[src/rtl/wildcube_pkg.sv]
// +----------------------------------------------------------------------------+
// | wildcube_pkg: shared types and playfield defaults for the wall-line logic. |
// | Rev 1.0                                                                    |
// +----------------------------------------------------------------------------+
`default_nettype none

package wildcube_pkg;

  typedef enum logic [1:0] {
    IDLE  = 2'd0,
    RIGHT = 2'd1,
    LEFT  = 2'd2
  } lane_state_t;

  localparam int CW_DEF    = 10;
  localparam int X_MIN_DEF = 10;
  localparam int X_MAX_DEF = 630;

endpackage

`default_nettype wire

[src/rtl/gap_line_array_lane.sv]
// +----------------------------------------------------------------------------+
// | gap_lane: one wall lane - bouncing gap position FSM and wall pixel compare.|
// | Rev 1.0                                                                    |
// +----------------------------------------------------------------------------+
`default_nettype none

module gap_lane
  import wildcube_pkg::*;
#(
  parameter int LANE        = 0,
  parameter int CW          = CW_DEF,
  parameter int ROW0        = 90,
  parameter int ROW_PITCH   = 96,
  parameter int THICK       = 9,
  parameter int X_MIN       = X_MIN_DEF,
  parameter int X_MAX       = X_MAX_DEF,
  parameter int START_X     = 250,
  parameter int START_PITCH = 64,
  parameter int STEP        = 2
) (
  input  logic          clk,
  input  logic          rst_n,
  input  logic [CW-1:0] i_x,
  input  logic [CW-1:0] i_y,
  input  logic          i_frame,
  input  logic          i_start,
  input  logic          i_load,
  input  logic          i_run,
  input  logic [2:0]    i_gap_sel,
  output logic          o_wall
);

  localparam logic [CW:0] c_STEP   = (CW+1)'(STEP + LANE);
  localparam logic [CW:0] c_START  = (CW+1)'(START_X + LANE * START_PITCH);
  localparam logic [CW:0] c_ROW_LO = (CW+1)'(ROW0 + LANE * ROW_PITCH);
  localparam logic [CW:0] c_ROW_HI = (CW+1)'(ROW0 + LANE * ROW_PITCH + THICK - 1);
  localparam logic [CW:0] c_X_MIN  = (CW+1)'(X_MIN);
  localparam logic [CW:0] c_X_MAX  = (CW+1)'(X_MAX);

  lane_state_t   r_state;
  lane_state_t   w_state_nxt;
  logic [CW-1:0] r_pos;
  logic [CW-1:0] w_pos_nxt;

  logic [CW:0] w_pos, w_gap, w_x, w_y;
  logic [CW:0] w_fwd, w_back, w_right_clamp;
  logic        w_band, w_in_gap;

  // One extra bit keeps p+s+g from wrapping before the compare.
  assign w_pos         = {1'b0, r_pos};
  assign w_gap         = (CW+1)'({i_gap_sel, 5'b0_0000});
  assign w_x           = {1'b0, i_x};
  assign w_y           = {1'b0, i_y};
  assign w_fwd         = w_pos + c_STEP;
  assign w_back        = w_pos - c_STEP;
  assign w_right_clamp = c_X_MAX - w_gap;

  always_comb begin
    w_state_nxt = r_state;
    w_pos_nxt   = r_pos;
    if (i_load) begin
      w_state_nxt = IDLE;
      w_pos_nxt   = c_START[CW-1:0];
    end else if (r_state == IDLE) begin
      if (i_start) begin
        w_state_nxt = (LANE % 2 == 1) ? LEFT : RIGHT;
      end
    end else if (i_frame && i_run) begin
      case (r_state)
        RIGHT: begin
          if (w_fwd + w_gap >= c_X_MAX) begin
            w_pos_nxt   = w_right_clamp[CW-1:0];
            w_state_nxt = LEFT;
          end else begin
            w_pos_nxt = w_fwd[CW-1:0];
          end
        end
        LEFT: begin
          if (w_pos <= c_X_MIN + c_STEP) begin
            w_pos_nxt   = c_X_MIN[CW-1:0];
            w_state_nxt = RIGHT;
          end else begin
            w_pos_nxt = w_back[CW-1:0];
          end
        end
        default: ;
      endcase
    end
  end

  always_ff @(posedge clk or negedge rst_n) begin
    if (!rst_n) begin
      r_state <= IDLE;
      r_pos   <= c_START[CW-1:0];
    end else begin
      r_state <= w_state_nxt;
      r_pos   <= w_pos_nxt;
    end
  end

  assign w_band   = (w_y >= c_ROW_LO) && (w_y <= c_ROW_HI);
  assign w_in_gap = (w_x >= w_pos) && (w_x < w_pos + w_gap);
  assign o_wall   = w_band && (w_x >= c_X_MIN) && (w_x < c_X_MAX) && !w_in_gap;

endmodule

`default_nettype wire

[src/rtl/gap_line_array.sv]
// +----------------------------------------------------------------------------+
// | gap_line_array: bank of bouncing-gap wall lines with registered pixel flags.|
// | Rev 1.0                                                                    |
// +----------------------------------------------------------------------------+
`default_nettype none

module gap_line_array
  import wildcube_pkg::*;
#(
  parameter int NUM_LINES   = 4,
  parameter int CW          = CW_DEF,
  parameter int ROW0        = 90,
  parameter int ROW_PITCH   = 96,
  parameter int THICK       = 9,
  parameter int X_MIN       = X_MIN_DEF,
  parameter int X_MAX       = X_MAX_DEF,
  parameter int START_X     = 250,
  parameter int START_PITCH = 64,
  parameter int STEP        = 2
) (
  input  logic                 clk,
  input  logic                 reset,
  input  logic [CW-1:0]        x,
  input  logic [CW-1:0]        y,
  input  logic                 frame,
  input  logic                 start,
  input  logic                 load,
  input  logic                 run,
  input  logic                 flash,
  input  logic [2:0]           gap_sel,
  output logic                 line_px,
  output logic                 line_raw,
  output logic [NUM_LINES-1:0] lane_hit
);

  logic [NUM_LINES-1:0] w_hit;
  logic [NUM_LINES-1:0] r_hit;
  logic                 r_raw;
  logic                 r_px;

  for (genvar gi = 0; gi < NUM_LINES; gi++) begin : g_lane
    gap_lane #(
      .LANE        (gi),
      .CW          (CW),
      .ROW0        (ROW0),
      .ROW_PITCH   (ROW_PITCH),
      .THICK       (THICK),
      .X_MIN       (X_MIN),
      .X_MAX       (X_MAX),
      .START_X     (START_X),
      .START_PITCH (START_PITCH),
      .STEP        (STEP)
    ) u_lane (
      .clk       (clk),
      .rst_n     (reset),
      .i_x       (x),
      .i_y       (y),
      .i_frame   (frame),
      .i_start   (start),
      .i_load    (load),
      .i_run     (run),
      .i_gap_sel (gap_sel),
      .o_wall    (w_hit[gi])
    );
  end

  // Frozen lanes blink via flash; collision always sees the ungated wall.
  always_ff @(posedge clk or negedge reset) begin
    if (!reset) begin
      r_hit <= '0;
      r_raw <= 1'b0;
      r_px  <= 1'b0;
    end else begin
      r_hit <= w_hit;
      r_raw <= |w_hit;
      r_px  <= (|w_hit) && (run || flash);
    end
  end

  assign lane_hit = r_hit;
  assign line_raw = r_raw;
  assign line_px  = r_px;

endmodule

`default_nettype wire
[config.mk]
export PLATFORM = sky130hd
export DESIGN_NAME = gap_line_array
export DESIGN_NICKNAME = d
export VERILOG_FILES = /design/src/rtl/wildcube_pkg.sv /design/src/rtl/gap_line_array_lane.sv /design/src/rtl/gap_line_array.sv
export SDC_FILE = /design/constraint.sdc
export NUM_CORES = 1
export LEC_CHECK = 0
export CORE_ASPECT_RATIO = 0.7
export CORE_MARGIN = 1
export CORE_UTILIZATION = 45
export DETAILED_ROUTE_END_ITERATION = 16
export MAX_ROUTING_LAYER = met4
export PLACE_DENSITY = 0.74
export SYNTH_ARGS = -nofsm -noshare
export SYNTH_HDL_FRONTEND = slang
export SYNTH_SLANG_ARGS = --single-unit
[constraint.sdc]
create_clock -name clk -period 4.6 [get_ports clk]
set_input_delay 1.38 -clock clk [delete_from_list [all_inputs] [get_ports clk]]
set_output_delay 1.38 -clock clk [all_outputs]
set_load 0.05 [all_outputs]
==> flow_summary.json, run 1 <==
{
  "area_growth_pct": 11.3,
  "synth_fa_ha_area_frac": 0.202,
  "worst_ep_required_time_ns": 4.78,
  "drv_cap": 0,
  "synthCells": 839,
  "cp-end-kind": "register",
  "synth_mux_area_frac": 0.0150,
  "ys_types": 90,
  "grt_use_total": 0.252,
  "mostFrequentLayoutCells": "ha_1 (95), a21oi_1 (66), nor2_1 (65)",
  "layout_commonest_cell": "ha_1",
  "cts_root_buffer": "clkbuf_16",
  "vias": 6532,
  "synth-compound-area-share": 0.271,
  "first_pass_iters": 5,
  "grt_max_degree": 31,
  "die_area_um2": 15500,
  "cellLeakagePower_nw": 3.29,
  "wl_per_cell_um": 17.7,
  "fmax_mhz": 234,
  "ys_seq_elements": 52,
  "cp_common_cell": "ha_1",
  "clk_latency_ns": 0.30,
  "synth_nets": 972,
  "yosysTopAreaCell": "ha_1",
  "avgSynthCellArea_um2": 8.07,
  "finalSetupViolations": 0,
  "rows": 37,
  "finalSetupTns_ns": 0,
  "multi_input_area_um2": 5040,
  "synth-xor-area-share": 0.0608,
  "syn_area_um2": 6770,
  "nets": 1003,
  "postCtsSetupBuffers": 0,
  "cp_max_fo": 2,
  "htreeDepth": 2,
  "finalWeightedCongestion": 0.991,
  "yosys_warnings": 0,
  "crit_chain": "clkdlybuf4s50_1 -> ha_1 -> fa_1 -> a21oi_1 -> nor2_1 -> xnor2_1 -> ha_1 -> or4_1 -> o21ba_2 -> o2111ai_1 -> nand2_1 -> or3_1",
  "ff_latch_area_um2": 1330,
  "fin_cells": 1066,
  "synth_ff_type": "dfrtp_1",
  "port_buffers": 35,
  "min_period_ns": 4.28,
  "drc_errors": 0,
  "timing.final.hold_violations": 0,
  "skew_ns": 0.00865,
  "grt_overflow": 0,
  "worst_pin_slew_ns": 0.785,
  "n_antenna_cell": 0,
  "io_pins": 36,
  "worst_r2r_startpoint": "g_lane[0].u_lane.r_pos[1]",
  "slowest_stage": "or4_1",
  "drive_gt1_frac": 0.0884,
  "final_area_um2": 7540,
  "max_stage_delay_ns": 0.48,
  "p_total_mw": 2.11,
  "peakVddDrop_mv": 0.197,
  "holdCritPathClass": "reg -> reg",
  "grt_pass1_wl_um": 30400,
  "cts_tree": "done",
  "path_clk_slew_ns": 0.08,
  "rsz0062_at_grt": "no",
  "cts_resized": 0,
  "place_area_um2": 7370,
  "synth.top_cell.area_share": 0.176,
  "seq_area_frac_synth": 0.196,
  "routed_wirelength_um": 18900,
  "antenna_found_initial": 0,
  "maxSlewHeadroom": 0.475,
  "async_flop_share": 1.00,
  "synth_top_family_by_area": "compound AO/OA/AOI/OAI gates",
  "worstHoldStart": "g_lane[2].u_lane.r_pos[1]",
  "critPathLaunchType": "input pin",
  "cts_buffer_depth": 2,
  "grt_pass1_vias": 6024,
  "period_share": 0.931,
  "crit_type": "in -> reg",
  "synth_edf_count": 0,
  "finalMaxSlewViolations": 0,
  "numCtsBuffers": 5,
  "nFillCells": 1410,
  "die_w_um": 149,
  "dp_hpwl_um": 14600,
  "die_h_um": 105,
  "vias_per_cell": 6.13,
  "ant_nets": 0,
  "dp.cells": 1058,
  "clock-sinks": 52,
  "hold_buffers": 0,
  "initial_core_util": 0.461,
  "synth_simple_gate_area_frac": 0.196,
  "final_util": 0.514,
  "arrival_ns": 4.47,
  "power_density_nw_per_um2": 280,
  "drt_iter0_markers": 629,
  "cp-startpoint": "gap_sel[0]",
  "run_status": "finished clean",
  "core_area_um2": 14700,
  "synthTopCellsByArea": "ha_1 (18%), dfrtp_1 (11%), dfstp_2 (8.9%)"
}
-- routing by layer --
layer | vias up | share of wire | GRT usage
li1 | 3187 | - | -
met1 | 3036 | 0.50 | 0.380
met2 | 287 | 0.39 | 0.344
met3 | 22 | 0.086 | 0.0445
met4 | 0 | 0.015 | 0.0538
met5 | - | 0 | -
-- cells in the mapped netlist (all sizes together) (8+ instances only) --
| library cell | n |
|---|---|
| a211oi | 9 |
| a31oi | 16 |
| clkbuf | 13 |
| xnor2 | 42 |
| nand2 | 55 |
| nor3 | 28 |
| nor2 | 66 |
| nor4 | 11 |
| nand3 | 24 |
| ha | 95 |
| buf | 16 |
| o21ai | 72 |
| dfstp | 23 |
| mux2i | 9 |
| fa | 8 |
| a21o | 17 |
| nand4 | 11 |
| nor2b | 12 |
| dfrtp | 29 |
| o21a | 16 |
| and3 | 8 |
| a21oi | 68 |
| inv | 64 |
| o211ai | 8 |
-- state kept, by name (all words and copies together), names as in the netlist --
| name | cells |
|---|---|
| g_lane.u_lane.r_pos | 38 |
| lane_hit | 4 |
| line_raw | 1 |
| g_lane.u_lane.r_state | 8 |
| line_px | 1 |
-- worst max-delay path, delay by kind of cell --
family                     cells  cell delay [ns]
and+or+nand+nor                4             0.98
adders and majority gates      3             0.88
xor gates and xnor gates       1             0.13
AOI/OAI and AO/OA              3             0.63
buffers and inverters          1             0.47
-- where the power goes --
| group | switching, mW | internal [mW] | total [mW] |
|---|---|---|---|
| combinational | 0.620 | 0.454 | 1.07 |
| clock | 0.188 | 0.256 | 0.444 |
| sequential | 0.0809 | 0.511 | 0.592 |
| total | 0.889 | 1.22 | 2.11 |
-- layout make-up --
type / count / share of cell area
inverters: 66 / 0.0329
multi-input cells: 692 / 0.669
repair buffers: 53 / 0.0671
flip-flops and latches: 52 / 0.176
clock inverters: 3 / 0.00565
clock buffers: 5 / 0.0166
well taps: 195 / 0.0324
-- per-stage QoR --
stage	hold WS, ns	setup slack (ns)
finish	0.516	0.319
global route	0.549	0.153
CTS	0.514	0.345
detailed placement	0.502	0.0284
global placement	0.495	0.124
floorplan	0.459	0.748
-- kinds of logic (layout without fill, tap and decap cells) --
logic type / count (synthesis) / in the layout
XOR/XNOR: 47 / 47
AO/OA/AOI/OAI: 273 / 273
AND/OR/NAND/NOR: 257 / 257
buffers and inverters: 95 / 127
adder cells (fa/ha/maj): 105 / 105
multiplexers: 10 / 10
flip-flops: 52 / 52
-- final timing paths --
path	end	slack [ns]	cells past startpoint
worst min register to register	g_lane[2].u_lane.r_pos[1]	0.52	2
max in group asynchronous	g_lane[1].u_lane.r_pos[3]	2.61	2
worst max-delay path	line_raw	0.32	12
min in group asynchronous	g_lane[0].u_lane.r_pos[2]	1.13	1
worst max register to register	g_lane[0].u_lane.r_pos[7]	0.89	13
worst min-delay path	g_lane[2].u_lane.r_pos[1]	0.52	2
Note: power is estimated with default switching activity, not from simulation.
==> run 2, diff against run 1 <==
Settings changed: CTS_CLUSTER_DIAMETER from default to 150.
==> results of run 2 <==
The final DEF is identical to that of run 1; final timing and power are the same.
